$ cat src/rtl/cache_fill_fsm.sv
// Cache miss fill controller: fetches one aligned block from pipelined memory and
// steers the returned words into the data array, then strobes the tag array.
module cache_fill_fsm #(
  parameter int WORDS_PER_BLOCK = 8,
  parameter int MEM_LATENCY     = 4,
  parameter int ADDR_W          = 16
) (
  input  logic                               clk,
  input  logic                               rst,
  input  logic                               miss_detected,
  input  logic [ADDR_W-1:0]                  miss_address,
  input  logic                               memory_data_valid,
  output logic                               fsm_busy,
  output logic                               mem_read_en,
  output logic [ADDR_W-1:0]                  memory_address,
  output logic                               write_data_array,
  output logic [$clog2(WORDS_PER_BLOCK)-1:0] word_sel,
  output logic                               write_tag_array,
  output logic                               fill_done
);

  localparam int WSEL_W = $clog2(WORDS_PER_BLOCK);
  localparam int OFF_W  = WSEL_W + 1;  // byte offset bits within a block of 16-bit words
  localparam logic [WSEL_W-1:0] LAST = WSEL_W'(WORDS_PER_BLOCK - 1);

  if (WORDS_PER_BLOCK < 2 || (1 << WSEL_W) != WORDS_PER_BLOCK || MEM_LATENCY < 1) begin : g_param_chk
    $error("cache_fill_fsm: WORDS_PER_BLOCK must be a power of two >= 2 and MEM_LATENCY >= 1");
  end

  typedef enum logic {IDLE, FILL} state_t;

  state_t                   state;
  logic [ADDR_W-OFF_W-1:0]  base;
  logic [WSEL_W:0]          issue_cnt;  // MSB set means all words issued
  logic [WSEL_W-1:0]        recv_cnt;

  always_ff @(posedge clk or negedge rst) begin
    if (!rst) begin
      state     <= IDLE;
      base      <= '0;
      issue_cnt <= '0;
      recv_cnt  <= '0;
    end else begin
      case (state)
        IDLE: begin
          if (miss_detected) begin
            base      <= miss_address[ADDR_W-1:OFF_W];
            issue_cnt <= '0;
            recv_cnt  <= '0;
            state     <= FILL;
          end
        end
        FILL: begin
          if (!issue_cnt[WSEL_W]) issue_cnt <= issue_cnt + 1'b1;
          if (memory_data_valid) begin
            recv_cnt <= recv_cnt + 1'b1;
            if (recv_cnt == LAST) state <= IDLE;
          end
        end
        default: state <= IDLE;
      endcase
    end
  end

  // Outputs are pure decode of state/counters; memory_data_valid is the only input
  // that reaches them, and only while filling.
  logic fill;
  assign fill             = (state == FILL);
  assign fsm_busy         = fill;
  assign mem_read_en      = fill & ~issue_cnt[WSEL_W];
  assign memory_address   = mem_read_en ? {base, issue_cnt[WSEL_W-1:0], 1'b0} : '0;
  assign write_data_array = fill & memory_data_valid;
  assign word_sel         = fill ? recv_cnt : '0;
  assign write_tag_array  = write_data_array & (recv_cnt == LAST);
  assign fill_done        = write_tag_array;

endmodule
$ cat config.mk
export PLATFORM = sky130hd
export DESIGN_NAME = cache_fill_fsm
export DESIGN_NICKNAME = d
export VERILOG_FILES = /design/src/rtl/cache_fill_fsm.sv
export SDC_FILE = /design/constraint.sdc
export NUM_CORES = 1
export LEC_CHECK = 0
export CORE_ASPECT_RATIO = 1.25
export CORE_MARGIN = 2
export CORE_UTILIZATION = 46
export DETAILED_ROUTE_END_ITERATION = 10
export HOLD_SLACK_MARGIN = 0.06
export PLACE_DENSITY = 0.85
export REMOVE_ABC_BUFFERS = 1
export SKIP_CTS_REPAIR_TIMING = 1
export SYNTH_ARGS = -nofsm -noshare
export SYNTH_HDL_FRONTEND = slang
export SYNTH_SLANG_ARGS = --single-unit
$ cat constraint.sdc
create_clock -name clk -period 2.8 [get_ports clk]
set_input_delay 0.56 -clock clk [delete_from_list [all_inputs] [get_ports clk]]
set_output_delay 0.56 -clock clk [all_outputs]
set_load 0.01 [all_outputs]
==> results.cfg <==
[run_status]
status = finished, final reports clean

[synth]
yosysTopAreaCellShare = 0.454
yosysMostFrequentCell = dfrtp_1
synth_cells = 90
ys_seq_area_frac = 0.454
async_reset_ff_frac = 1.00
synth_ff_type = dfrtp_1
synth_edf_count = 0
ys_ff_latch = 20
syn_area_per_cell_um2 = 12.3
ys_warn_count = 0
synth_top_area_cell = dfrtp_1
synthTopCellsByArea = dfrtp_1 (45%), mux2_4 (14%), and2_1 (11%)
synthTopCellsByCount = dfrtp_1 (20), and2_1 (19), mux2_4 (10)
netlist-cell-type-count = 25
syn_area_um2 = 1100

[floorplanning]
die_x_um = 47.8
dieArea_um2 = 2810
num_io_pins = 44
die_y_um = 58.8
core-area_um2 = 2230
initial_core_util = 0.494
row_count = 19

[global_route]
grt-ovfl-total = 0
grt_max_degree = 21
first_global_vias = 776
track_usage = 0.172
grt_pass1_wl_um = 3420
grt_antenna_before_repair = 0

[routing]
drt_iter0_drc = 17
viasPerCell = 4.92
ant_nets = 0
vias = 777
dr.pass1.iters = 4
drc_errors = 0
wirelength_um = 2050
post_drt_wl_per_cell_um = 13.0

[cts]
path_clk_slew_ps = 120
clock_latency_ps = 310
cts_tree = done
cts_inserted_buffers = 3
root_buffer = clkbuf_4
cts_sinks = 20
cts_max_level = 1
clock_path_buffers = 2

[worst_hold_path]
hp-class = flip-flop to flip-flop

[timing]
setup_viol = 0
fin_crit_ps = 2580
fin_skew_ps = 10.8
rsz0062_at_grt = false
setup_tns_ps = 0
finalHoldViolations = 0
post-route-period-util = 0.923
clock.fmax_mhz = 387
slew_violations = 0
tightest_slew_ps = 857
slew-limit-headroom = 0.427

[final_layout]
nets = 151
drive_above_1_share = 0.157
area_growth_pct = 37.4
diodes = 0

[critical_path]
crit_buf_inv = 1
startpoint_type = flip-flop
cp_slowest_cell = clkdlybuf4s50_1
critical_path.endpoint_type = output pin
crit_path_max_fanout = 16
crit_chain = nor2b_2, and2_1, clkdlybuf4s50_1
path_class = flip-flop to output pin
cpPeakStageDelay_ps = 550
worstPathArrival_ps = 2020
worst-endpoint-required_ps = 2240
cpLargestDelayFamily = simple AND/OR/NAND/NOR gates

[pwr]
leakage_nw = 0.688
ir_drop_uv = 498
fin_total_pwr_mw = 1.33
powerDensity_nw_per_um2 = 877

[placed_design]
gp_congestion = 0.629
place_hpwl_um = 1490
port-buffer-count = 38

[run]
maxCapViolations = 0
state kept, by name, indices dropped and copies added, names as in the netlist:
| register | cells |
|---|---|
| base | 12 |
| issue_cnt | 4 |
| recv_cnt | 3 |
| fsm_busy | 1 |
layout by cell type, fill, tap and decap left out, types with 2 or more instances in the layout:
master	n
nand2_1	3
buf_4	2
mux2i_1	6
nand2b_1	4
mux2_4	10
o221ai_1	2
clkdlybuf4s50_1	38
dfrtp_1	20
mux2_2	2
and2_1	19
ha_1	3
clkbuf_4	3
nor2_1	2
area by class of cell:
cell class	instances	area [um^2]
Clock buffer	4	36.3
Timing Repair Buffer	40	395
Inverter	1	3.75
Multi-Input combinational cell	62	542
Fill cell	170	718
Tap cell	31	38.8
Sequential cell	20	500
through the flow:
step                      utilization  hold WS, ps  setup WS [ps]  instances  area (um^2)
after floorplan                     -          264            898         83         1050
after global placement          0.662          483            339        154         1480
after detailed placement        0.662          486            325        154         1480
after CTS                       0.679          516            199        158         1520
after global routing            0.679          530            102        158         1520
final                           0.679          514            216        158         1520
per-layer routing:
metal	GRT usage	share of wire	vias to the layer above
li1	-	-	370
met1	0.228	0.44	370
met2	0.261	0.47	33
met3	0.0399	0.074	4
met4	0.0811	0.021	0
met5	0	0	-
worst register-to-register path, stage by stage, from the launching register on:
cell and delay, ps:
dfrtp_1 400, buf_4 200, nor2b_4 410, mux2_2 390
power by group:
group	internal, mW	switching [mW]	leakage [nW]	total (mW)
Clock	0.0794	0.0907	0.0210	0.170
Combinational	0.405	0.232	0.428	0.637
Sequential	0.424	0.0981	0.239	0.522
Total	0.909	0.421	0.688	1.33
logic make-up (layout without fill, tap and decap cells):
| logic type | Yosys count | in the layout | share of synthesized area |
|---|---|---|---|
| and+or+nand+nor | 34 | 34 | 0.196 |
| DFF | 20 | 20 | 0.454 |
| muxes | 18 | 18 | 0.211 |
| buffers and inverters | 8 | 45 | 0.0555 |
| AOI/OAI and AO/OA | 4 | 4 | 0.0306 |
| adders and majority gates | 3 | 3 | 0.0340 |
| xor gates and xnor gates | 2 | 2 | 0.0159 |
| other | 1 | 1 | 0.00340 |
final timing paths:
kind	from	slack (ps)	cells past startpoint	to
max	issue_cnt[3]	220	3	memory_address[13]
min	base[11]	510	1	base[11]
max reg2reg	fsm_busy	1290	3	base[11]
min reg2reg	base[11]	510	1	base[11]
max in group asynchronous	rst	1540	1	recv_cnt[2]
min in group asynchronous	rst	730	1	base[7]
(Power assumes the default switching activity.)
